**config.mk**
```make
export PLATFORM = sky130hd
export DESIGN_NAME = multi_pump_ctrl_flat
export DESIGN_NICKNAME = d
export VERILOG_FILES = /design/src/rtl/multi_pump_pkg.sv /design/src/rtl/multi_pump_if.sv /design/src/rtl/level_debounce.sv /design/src/rtl/multi_pump_ctrl.sv /design/src/flat_wrapper.sv
export SDC_FILE = /design/constraint.sdc
export NUM_CORES = 1
export LEC_CHECK = 0
export ABC_AREA = 1
export ABC_CLOCK_PERIOD_IN_PS = 4700
export BUFFER_PORTS_ARGS = -buffer_cell sky130_fd_sc_hd__buf_2
export CAP_MARGIN = 20
export CORE_UTILIZATION = 40
export CTS_CLUSTER_SIZE = 28
export DETAILED_ROUTE_END_ITERATION = 12
export PLACE_DENSITY = 0.58
export REMOVE_ABC_BUFFERS = 1
export SYNTH_ARGS = -nofsm -noshare
export SYNTH_HDL_FRONTEND = slang
export SYNTH_SLANG_ARGS = --single-unit
```
**constraint.sdc**
```tcl
create_clock -name clk -period 4.7 [get_ports clk]
set_clock_uncertainty 0.2 [all_clocks]
set_input_delay 0.47 -clock clk [delete_from_list [all_inputs] [get_ports clk]]
set_output_delay 0.47 -clock clk [all_outputs]
set_load 0.02 [all_outputs]
```
**src/rtl/multi_pump_pkg.sv**
```systemverilog
// rtl/multi_pump_pkg.sv - shared types and constants for the multi-channel pump controller
package multi_pump_pkg;

    localparam int MAX_CH                = 8;
    localparam int DEF_DEBOUNCE_CYCLES   = 1_000_000;
    localparam int DEF_RAMP_STEP_CYCLES  = 50_000;

    typedef enum logic [1:0] {
        IDLE    = 2'd0,
        RAMP    = 2'd1,
        RUN     = 2'd2,
        LOCKOUT = 2'd3
    } ch_state_t;

    // Channel index width, never narrower than one bit.
    function automatic int ch_width(input int n);
        return (n > 1) ? $clog2(n) : 1;
    endfunction

endpackage

```
**src/rtl/multi_pump_if.sv**
```systemverilog
// rtl/multi_pump_if.sv - duty command port between status decode and the pump controller
interface multi_pump_if
    import multi_pump_pkg::*;
#(
    parameter int NUM_CH    = 2,
    parameter int PWM_WIDTH = 8
);
    localparam int CH_W = ch_width(NUM_CH);

    logic                 cmd_valid;
    logic [CH_W-1:0]      cmd_ch;
    logic [PWM_WIDTH-1:0] cmd_duty;
    logic                 cmd_ready;
    logic                 cmd_err;

    modport master (
        output cmd_valid, cmd_ch, cmd_duty,
        input  cmd_ready, cmd_err
    );

    modport slave (
        input  cmd_valid, cmd_ch, cmd_duty,
        output cmd_ready, cmd_err
    );

endinterface

```
**src/rtl/level_debounce.sv**
```systemverilog
// rtl/level_debounce.sv - two-flop synchroniser plus stable-level debouncer
module level_debounce
    import multi_pump_pkg::*;
#(
    parameter int CYCLES = DEF_DEBOUNCE_CYCLES
) (
    input  logic clk,
    input  logic reset,
    input  logic din,
    output logic dout
);
    localparam int            CW   = (CYCLES > 1) ? $clog2(CYCLES) : 1;
    localparam logic [CW-1:0] LAST = CW'(CYCLES - 1);

    logic          sync1;
    logic          sync2;
    logic [CW-1:0] cnt;

    // Bring the raw asynchronous level into the clock domain.
    always_ff @(posedge clk) begin
        if (reset) begin
            sync1 <= 1'b0;
            sync2 <= 1'b0;
        end else begin
            sync1 <= din;
            sync2 <= sync1;
        end
    end

    // Accept a new level only after it has held for CYCLES samples; any bounce restarts the count.
    always_ff @(posedge clk) begin
        if (reset) begin
            dout <= 1'b0;
            cnt  <= '0;
        end else if (sync2 == dout) begin
            cnt <= '0;
        end else if (cnt == LAST) begin
            dout <= sync2;
            cnt  <= '0;
        end else begin
            cnt <= cnt + 1'b1;
        end
    end

endmodule

```
**src/rtl/multi_pump_ctrl.sv**
```systemverilog
// rtl/multi_pump_ctrl.sv - N-channel ramped PWM pump controller with interlocks; ramp enabled by MULTI_PUMP_RAMP_EN
module multi_pump_ctrl
    import multi_pump_pkg::*;
#(
    parameter int NUM_CH           = 2,
    parameter int PWM_WIDTH        = 8,
    parameter int DEBOUNCE_CYCLES  = DEF_DEBOUNCE_CYCLES,
    parameter int RAMP_STEP_CYCLES = DEF_RAMP_STEP_CYCLES
) (
    input  logic                        clk,
    input  logic                        reset,
    multi_pump_if.slave                 cmd,
    input  logic [NUM_CH-1:0]           stop_async,
    output logic [NUM_CH-1:0]           pwm_out,
    output logic [NUM_CH-1:0]           lockout,
    output logic [NUM_CH*PWM_WIDTH-1:0] duty_now
);
    localparam int                   CH_W     = ch_width(NUM_CH);
    localparam logic [CH_W:0]        CH_LIMIT = (CH_W + 1)'(NUM_CH);
    localparam logic [PWM_WIDTH-1:0] CNT_LAST = PWM_WIDTH'((1 << PWM_WIDTH) - 2);
    // An out-of-range build never raises ready, so it can never act on a command.
    localparam logic CFG_OK = (NUM_CH >= 1) && (NUM_CH <= MAX_CH) &&
                              (RAMP_STEP_CYCLES >= 1) && (DEBOUNCE_CYCLES >= 1);

    logic                 accept;
    logic [PWM_WIDTH-1:0] pwm_cnt;

    assign accept = cmd.cmd_valid && cmd.cmd_ready;

    // Ready in every non-reset cycle; flag commands addressed past the last channel.
    always_ff @(posedge clk) begin
        if (reset) begin
            cmd.cmd_ready <= 1'b0;
            cmd.cmd_err   <= 1'b0;
        end else begin
            cmd.cmd_ready <= CFG_OK;
            cmd.cmd_err   <= accept && ({1'b0, cmd.cmd_ch} >= CH_LIMIT);
        end
    end

    // Shared PWM timebase; stopping one short of all-ones makes full-scale duty a constant high.
    always_ff @(posedge clk) begin
        if (reset) begin
            pwm_cnt <= '0;
        end else if (pwm_cnt == CNT_LAST) begin
            pwm_cnt <= '0;
        end else begin
            pwm_cnt <= pwm_cnt + 1'b1;
        end
    end

    for (genvar i = 0; i < NUM_CH; i++) begin : g_ch
        localparam logic [CH_W-1:0] IDX = CH_W'(i);

        logic                 stop_deb;
        logic                 sel;
        logic                 pwm_q;
        logic [PWM_WIDTH-1:0] target;
        logic [PWM_WIDTH-1:0] duty;
        ch_state_t            state;

        assign sel = accept && (cmd.cmd_ch == IDX);

        level_debounce #(.CYCLES(DEBOUNCE_CYCLES)) u_deb (
            .clk   (clk),
            .reset (reset),
            .din   (stop_async[i]),
            .dout  (stop_deb)
        );

`ifdef MULTI_PUMP_RAMP_EN
        localparam int               STEP_W    = (RAMP_STEP_CYCLES > 1) ? $clog2(RAMP_STEP_CYCLES) : 1;
        localparam logic [STEP_W-1:0] STEP_LAST = STEP_W'(RAMP_STEP_CYCLES - 1);

        logic [STEP_W-1:0]    step_cnt;
        logic [PWM_WIDTH-1:0] duty_step;
        logic [PWM_WIDTH-1:0] duty_nx;
        logic                 step_now;

        // One-LSB move toward the target, taken only when the step timer expires.
        always_comb begin
            duty_step = (duty < target) ? duty + 1'b1 : duty - 1'b1;
            step_now  = (duty != target) && !sel && (step_cnt == STEP_LAST);
            duty_nx   = step_now ? duty_step : duty;
        end

        // Channel FSM: a new target restarts the step timer; stop overrides everything.
        always_ff @(posedge clk) begin
            if (reset) begin
                state    <= IDLE;
                target   <= '0;
                duty     <= '0;
                step_cnt <= '0;
            end else if (stop_deb) begin
                state    <= LOCKOUT;
                target   <= '0;
                duty     <= '0;
                step_cnt <= '0;
            end else if (state == LOCKOUT) begin
                state <= IDLE;
            end else begin
                if (sel) begin
                    target   <= cmd.cmd_duty;
                    step_cnt <= '0;
                end else if (duty != target) begin
                    step_cnt <= step_now ? '0 : step_cnt + 1'b1;
                end
                duty  <= duty_nx;
                state <= (duty_nx != target) ? RAMP :
                         ((target == '0) ? IDLE : RUN);
            end
        end
`else
        // Channel FSM without ramping: duty tracks the target one cycle behind.
        always_ff @(posedge clk) begin
            if (reset) begin
                state  <= IDLE;
                target <= '0;
                duty   <= '0;
            end else if (stop_deb) begin
                state  <= LOCKOUT;
                target <= '0;
                duty   <= '0;
            end else if (state == LOCKOUT) begin
                state <= IDLE;
            end else begin
                if (sel) begin
                    target <= cmd.cmd_duty;
                end
                duty  <= target;
                state <= (target == '0) ? IDLE : RUN;
            end
        end
`endif

        // Registered PWM compare; a duty change applies immediately, mid-period.
        always_ff @(posedge clk) begin
            if (reset) begin
                pwm_q <= 1'b0;
            end else begin
                pwm_q <= (pwm_cnt < duty);
            end
        end

        assign pwm_out[i]                          = pwm_q;
        assign lockout[i]                          = (state == LOCKOUT);
        assign duty_now[i*PWM_WIDTH +: PWM_WIDTH]  = duty;
    end

endmodule

```
**src/flat_wrapper.sv**
```systemverilog
// flat-port wrapper written by rule: the top's interface ports become plain ports
module multi_pump_ctrl_flat import multi_pump_pkg::*;
#(
    parameter int NUM_CH           = 2,
    parameter int PWM_WIDTH        = 8,
    parameter int DEBOUNCE_CYCLES  = DEF_DEBOUNCE_CYCLES,
    parameter int RAMP_STEP_CYCLES = DEF_RAMP_STEP_CYCLES
)
  (clk, reset, stop_async, pwm_out, lockout, duty_now, cmd_cmd_valid, cmd_cmd_ch, cmd_cmd_duty, cmd_cmd_ready, cmd_cmd_err);
  multi_pump_if #(.NUM_CH(NUM_CH), .PWM_WIDTH(PWM_WIDTH)) cmd_i ();
  input  logic clk;
  input  logic reset;
  input  logic [NUM_CH-1:0] stop_async;
  output logic [NUM_CH-1:0] pwm_out;
  output logic [NUM_CH-1:0] lockout;
  output logic [NUM_CH*PWM_WIDTH-1:0] duty_now;
  input wire logic [$bits(cmd_i.cmd_valid)-1:0] cmd_cmd_valid;
  input wire logic [$bits(cmd_i.cmd_ch)-1:0] cmd_cmd_ch;
  input wire logic [$bits(cmd_i.cmd_duty)-1:0] cmd_cmd_duty;
  output wire logic [$bits(cmd_i.cmd_ready)-1:0] cmd_cmd_ready;
  output wire logic [$bits(cmd_i.cmd_err)-1:0] cmd_cmd_err;
  assign cmd_i.cmd_valid = cmd_cmd_valid;
  assign cmd_i.cmd_ch = cmd_cmd_ch;
  assign cmd_i.cmd_duty = cmd_cmd_duty;
  assign cmd_cmd_ready = cmd_i.cmd_ready;
  assign cmd_cmd_err = cmd_i.cmd_err;
  multi_pump_ctrl #(.NUM_CH(NUM_CH), .PWM_WIDTH(PWM_WIDTH), .DEBOUNCE_CYCLES(DEBOUNCE_CYCLES), .RAMP_STEP_CYCLES(RAMP_STEP_CYCLES)) u_core (.clk(clk), .reset(reset), .cmd(cmd_i), .stop_async(stop_async), .pwm_out(pwm_out), .lockout(lockout), .duty_now(duty_now));
endmodule
```
==> results of run 1 <==
-- layout by cell type (no fill, tap or decap), types with 4 or more instances in the layout --
cell type / netlist / final
nor2_1: 118 / 118
nand2_1: 104 / 104
dfxtp_1: 93 / 93
inv_1: 72 / 72
a21oi_1: 47 / 47
o21ai_0: 37 / 37
buf_2: 1 / 34
nand3_1: 30 / 30
ha_1: 18 / 18
nand4_1: 12 / 12
xor2_1: 10 / 10
clkbuf_8: 0 / 9
xnor2_1: 6 / 6
or2_0: 5 / 5
a211oi_1: 4 / 4
nand3_2: 4 / 4
nor2_2: 4 / 4
clkinv_4: 0 / 4
-- logic make-up (layout without fill, tap and decap cells) --
logic type | after synthesis | after routing | synth area share (%)
AO/OA/AOI/OAI | 94 | 94 | 11.56
XOR/XNOR | 16 | 16 | 3.253
adder cells (fa/ha/maj) | 18 | 18 | 5.228
buffers and inverters | 85 | 124 | 8.045
flip-flops | 93 | 93 | 43.22
other | 1 | 1 | 0.08705
AND/OR/NAND/NOR | 286 | 286 | 28.61
-- area by class of cell --
| type | count | area, um^2 |
|---|---|---|
| flip-flops and latches | 93 | 1862 |
| multi-input cells | 415 | 2100 |
| well taps | 136 | 170.2 |
| inverters | 74 | 277.8 |
| clock inverters | 7 | 75.07 |
| repair buffers | 34 | 170.2 |
| clock buffers | 9 | 123.9 |
| fillers | 1068 | 5592 |
-- metrics by stage --
| stage | utilization [%] | hold slack [ns] | std cells | instance area, um^2 |
|---|---|---|---|---|
| 6_report | 46.08 | 0.1124 | 768 | 4778 |
| 5_1_grt | 46.08 | 0.1148 | 768 | 4778 |
| 4_1_cts | 46.08 | 0.1036 | 768 | 4778 |
| 3_5_place_dp | 44.16 | 0.1967 | 752 | 4579 |
| 3_3_place_gp | 44.16 | 0.1929 | 752 | 4579 |
| 2_1_floorplan | - | 0.1883 | 582 | 4239 |
-- sequential cells by signal, indices dropped and copies added (netlist names) --
signal	count
u_core.pwm_cnt	8
u_core.g_ch.u_deb.sync1	2
u_core.g_ch.u_deb.cnt	40
u_core.cmd.cmd_ready	1
u_core.g_ch.u_deb.sync2	2
u_core.g_ch.u_deb.dout	2
u_core.g_ch.duty	16
u_core.g_ch.state	4
u_core.g_ch.pwm_q	2
u_core.g_ch.target	16
-- power groups by stage --
stage	clock network [mW]	logic (mW)	registers [mW]
2_1_floorplan	0	0.0529	0.845
3_3_place_gp	0	0.0925	0.840
3_5_place_dp	0	0.0936	0.840
4_1_cts	0.530	0.0941	0.822
5_1_grt	0.555	0.108	0.825
6_report	0.513	0.0934	0.822
-- worst max-delay path, delay by kind of cell (launching register included) --
family	cells	cell delay [ns]
flops	1	0.32
simple gates	1	0.24
buf+inv	2	0.47
-- metal layers --
metal	part of all wire [%]	routed length (um)	track usage, %
met2	43	3882	26.75
met1	55	4941	25.37
met4	0.65	59	5.357
met3	1.6	146	2.226
met5	0	0	0
-- worst min path at each step --
stage               depth (start not counted)  slack, ns                               endpoint
floorplan                                   2       0.19  u_core.g_ch[0].u_deb.sync2$_SDFF_PP0_
global placement                            2       0.19  u_core.g_ch[0].u_deb.sync2$_SDFF_PP0_
detailed placement                          2       0.20  u_core.g_ch[0].u_deb.sync2$_SDFF_PP0_
CTS                                         3       0.10  u_core.g_ch[0].u_deb.sync1$_SDFF_PP0_
global route                                3       0.11  u_core.g_ch[0].u_deb.sync1$_SDFF_PP0_
finish                                      3       0.11  u_core.g_ch[0].u_deb.sync1$_SDFF_PP0_
==> flow_summary.toml, run 1 <==
[status]
outcome = "finished, final reports clean"

[timing]
fin_crit_ns = 2.061
drv_slew = 0
period_share_pct = 43.86
fin_ws_ns = 2.639
setup_violations = 0
worst_pin_slew_ns = 0.7372
max_freq_mhz = 485.1
grt_setup_unrepaired = "no"
max_slew_margin_pct = 50.67
hold_violations = 0
finalSetupTns_ns = 0

[cts]
clock_latency_ns = 0.35
cts_sinks = 93
htree_levels = 3
post_cts_resized = 0
clk_pin_slew_worst_paths_ns = 0.11
hold_buffers = 0
cts_buffer_depth = 2
cts_tree = "done"
cts_root_buf = "clkbuf_8"
cts_buffers = 9
cts_setup_buffers = 0

[layout]
area_delta_synth_final_pct = 10.92
nNetsFinal = 659
antennaDiodeCount = 0
drive_above_1_share_pct = 10.60

[power_and_ir_drop]
combPwrFrac_pct = 6.5
switchingPower_mw = 0.3827
power_mw = 1.428
power_frac_clock_pct = 35.9
seqPwrFrac_pct = 57.5
vdd_drop_max_v = 0.0001640
switching_share_pct = 26.79
p_per_area_mw_per_mm2 = 299.0
leakage_nw = 1.783
p_int_mw = 1.046

[logic_synthesis]
ys_top_cells_by_area = "dfxtp_1 (43%), nor2_1 (10%), nand2_1 (9.1%)"
synthCells = 593
async_reset_ff_share_pct = 0
syn_area_mm2 = 0.004308
synth.avg_cell_area_um2 = 7.265
netlist_top_cells_count = "nor2_1 (118), nand2_1 (104), dfxtp_1 (93)"
synth_top_area_share_pct = 43.22
synth_seq_cells = 93
ys.warnings.count = 0
yosysTopAreaCell = "dfxtp_1"
synth_edf_count = 0
synthFlopType = "dfxtp_1"
ys_types = 32
ys_seq_area_share_pct = 43.22
yosysMostFrequentCell = "nor2_1"

[route]
drc = 0
first_pass_iters = 4
drtAntennaViolNets = 0
routed_via_density = 4.707
wl_um = 9029
wl_per_cell_um = 11.76
drt_iter0_drc = 113
via_count = 3615

[setup_path]
critPathRequiredTime_ns = 4.03
cp-start-kind = "flop"
critPathCaptureType = "primary output"
rrSetupSlack_ns = 2.86
path_cells = "nand2_1 > inv_1 > buf_2"
rr_endpoint = "u_core.g_ch[0].target[5]$_SDFFE_PP0P_"
endpoint = "lockout[0]"
max_stage_delay_ns = 0.32
r2r_start = "u_core.g_ch[0].state[0]$_SDFF_PP0_"
cp_max_fo = 13
worstPathArrival_ns = 1.39
startpoint = "u_core.g_ch[0].state[0]$_SDFF_PP0_"
worstRegToRegCells = 5
path_class = "flop to primary output"
cp_slowest_cell = "dfxtp_1"

[worst_hold_path]
holdCritStartpoint = "stop_async[0]"
hold_path.class = "input port to flop"

[floorplanning]
chipWidth_um = 105.8
io_pins = 36
dieArea_mm2 = 0.01119
core_area_mm2 = 0.01037
chipHeight_um = 105.8
initial_utilization_pct = 41.54
placementRows = 37

[placement]
place_ws_ns = 2.793
gp_congestion = 0.8223
io_buffer_count = 34
hpwlAfterDp_um = 6964

[global_route]
antenna_found_initial = 0
grt_overflow = 0
grt_pass1_wl_um = 15810
grt_max_degree = 20
grt_pass1_vias = 3397
grt_use_total_pct = 17.45

[flow_run]
cap_viol_max_count = 0
Power figures use the tool's default switching activity.
==> run 2, diff against run 1 <==
Settings changed: ABC_CLOCK_PERIOD_IN_PS 4700 to 1650, PLACE_DENSITY 0.58 to 0.6.
Clock period 4.7 ns to 1.65 ns, I/O delays scaled along.
==> run 2 against run 1 <==
  * Worst setup slack worse by 2.6 ns
  * Global-route usage is 0.89 points higher
  * Critical path depth is 4 higher
  * Clock power grew to 3.0 times the previous value
  * Register-to-register slack worse by 2.8 ns
  * Combinational power grew to 3.2 times the previous value
  * Critical endpoint is now u_core.g_ch[0].u_deb.cnt[4]$_SDFF_PP0_
  * Largest power group unchanged
==> flow_summary.toml, run 2 (same netlist as run 1, synthesis figures left out) <==
[cts]
cts_root_buf = "clkbuf_8"
clock_latency_ns = 0.37
cts_sinks = 93
clk_pin_slew_worst_paths_ns = 0.09
cts_buffer_depth = 2
htree_levels = 3
cts_tree = "done"
cts_buffers = 9

[power_and_ir_drop]
leakage_nw = 1.909
vdd_drop_max_v = 0.0004840
p_per_area_mw_per_mm2 = 820.0

[layout]
largest_reg_flops = 40
final_common_cell = "nor2_1"
antennaDiodeCount = 0
final_cell_mix = "nor2_1 (116), nand2_1 (103), dfxtp_1 (90), inv_1 (69), a21oi_1 (47)"
drive_above_1_share_pct = 14.50
final_area_mm2 = 0.005126
area_delta_synth_final_pct = 19.00
top_register = "u_core.g_ch.u_deb.cnt"
fin_util_pct = 49.43
nNetsFinal = 689
largestRegisters = "u_core.g_ch.u_deb.cnt x40, u_core.g_ch.duty x16, u_core.g_ch.target x16"

[floorplanning]
chipWidth_um = 105.8
chipHeight_um = 105.8
dieArea_mm2 = 0.01119
io_pins = 36
placementRows = 37
initial_utilization_pct = 41.54
core_area_mm2 = 0.01037

[global_route]
antenna_found_initial = 1
grt_use_total_pct = 18.35
grt_max_degree = 20
grt_pass1_wl_um = 16400
grt_pass1_vias = 3586
grt_overflow = 0

[setup_path]
cp_max_fo = 5
path_cells = "dlygate4sd3_1 > buf_2 > inv_2 > o21ai_0 > a21oi_2 > o21ai_0 > a21oi_1"
critPathRequiredTime_ns = 1.75
cp-start-kind = "input port"
startpoint = "reset"
r2r_start = "u_core.g_ch[0].u_deb.cnt[2]$_SDFF_PP0_"
max_stage_delay_ns = 0.53
cp_slowest_cell = "dlygate4sd3_1"
worstRegToRegCells = 7
worstPathArrival_ns = 1.69
critPathMostFrequentCell = "o21ai_0"
path_class = "input port to flop"
critPathCaptureType = "flop"

[route]
via_count = 3806
routed_via_density = 4.769
drc = 0
drtAntennaViolNets = 0
wl_um = 9687
wl_per_cell_um = 12.14
first_pass_iters = 5
drt_iter0_drc = 167

[placement]
hpwlAfterDp_um = 6996
io_buffer_count = 34
place_ws_ns = 0.02076
gp_congestion = 0.8243
dpl_cell_area_mm2 = 0.004677

[flow_run]
cap_viol_max_count = 0

[worst_hold_path]
worstHoldPathCells = 4
hold_path.class = "input port to flop"
holdCritStartpoint = "cmd_cmd_valid"

[timing]
setup_violations = 0
max_freq_mhz = 631.1
drv_slew = 0
hold_violations = 0
period_share_pct = 96.04
fin_crit_ns = 1.585
fin_ws_ns = 0.06540

[status]
outcome = "finished, final reports clean"
## run 2: what timing repair did
item,4_1_cts,5_1_grt
cloned,0,2
buffers inserted,1,3
setup endpoints to repair,2,41
endpoints found under the hold margin,21,0
resized for setup,2,19
pin swaps,0,2
hold buffers,11,0
## run 2: report_power, final
part | leakage [nW] | switching [mW] | internal [mW] | total (mW)
Clock | 0.0959 | 0.816 | 0.745 | 1.56
Sequential | 0.757 | 0.0380 | 2.30 | 2.34
Combinational | 1.06 | 0.178 | 0.125 | 0.303
Total | 1.91 | 1.03 | 3.17 | 4.20
## run 2: cell type report
type	count	area (um^2)
clock buffer	11	141.4
multi-input combinational	417	2196
tap	136	170.2
timing repair buffer	62	410.4
fill	1074	5244
clock inverter	5	58.81
inverter	74	284.0
sequential	93	1866
## run 2: final timing paths
kind,to,slack [ns]
max,u_core.g_ch[0].u_deb.cnt[4]$_SDFF_PP0_,0.07
min,u_core.g_ch[0].target[3]$_SDFFE_PP0P_,0.08
max reg2reg,u_core.g_ch[0].u_deb.cnt[19]$_SDFF_PP0_,0.08
min reg2reg,u_core.g_ch[0].u_deb.sync2$_SDFF_PP0_,0.21
## run 2: routing by layer
| layer | GRT usage (%) | vias to the layer above | wire length [um] |
|---|---|---|---|
| li1 | - | 2019 | - |
| met1 | 24.87 | 1718 | 4918 |
| met2 | 28.85 | 61 | 4245 |
| met3 | 5.195 | 8 | 426 |
| met4 | 4.167 | 0 | 97 |
| met5 | 0 | - | 0 |
## run 2: critical path, delay by kind of cell
family	cells	cell delay, ns
buffers and inverters	3	0.77
AOI/OAI and AO/OA	4	0.75
## run 2: metrics by stage
stage	std cells	hold WS, ns	TNS, ns	total power [mW]
global route	798	0.08268	-0.03530	4.381
finish	798	0.08059	0	4.203
global placement	765	0.1686	0	2.659
floorplan	582	0.03407	0	2.558
detailed placement	765	0.1726	0	2.666
CTS	793	0.06940	0	4.239
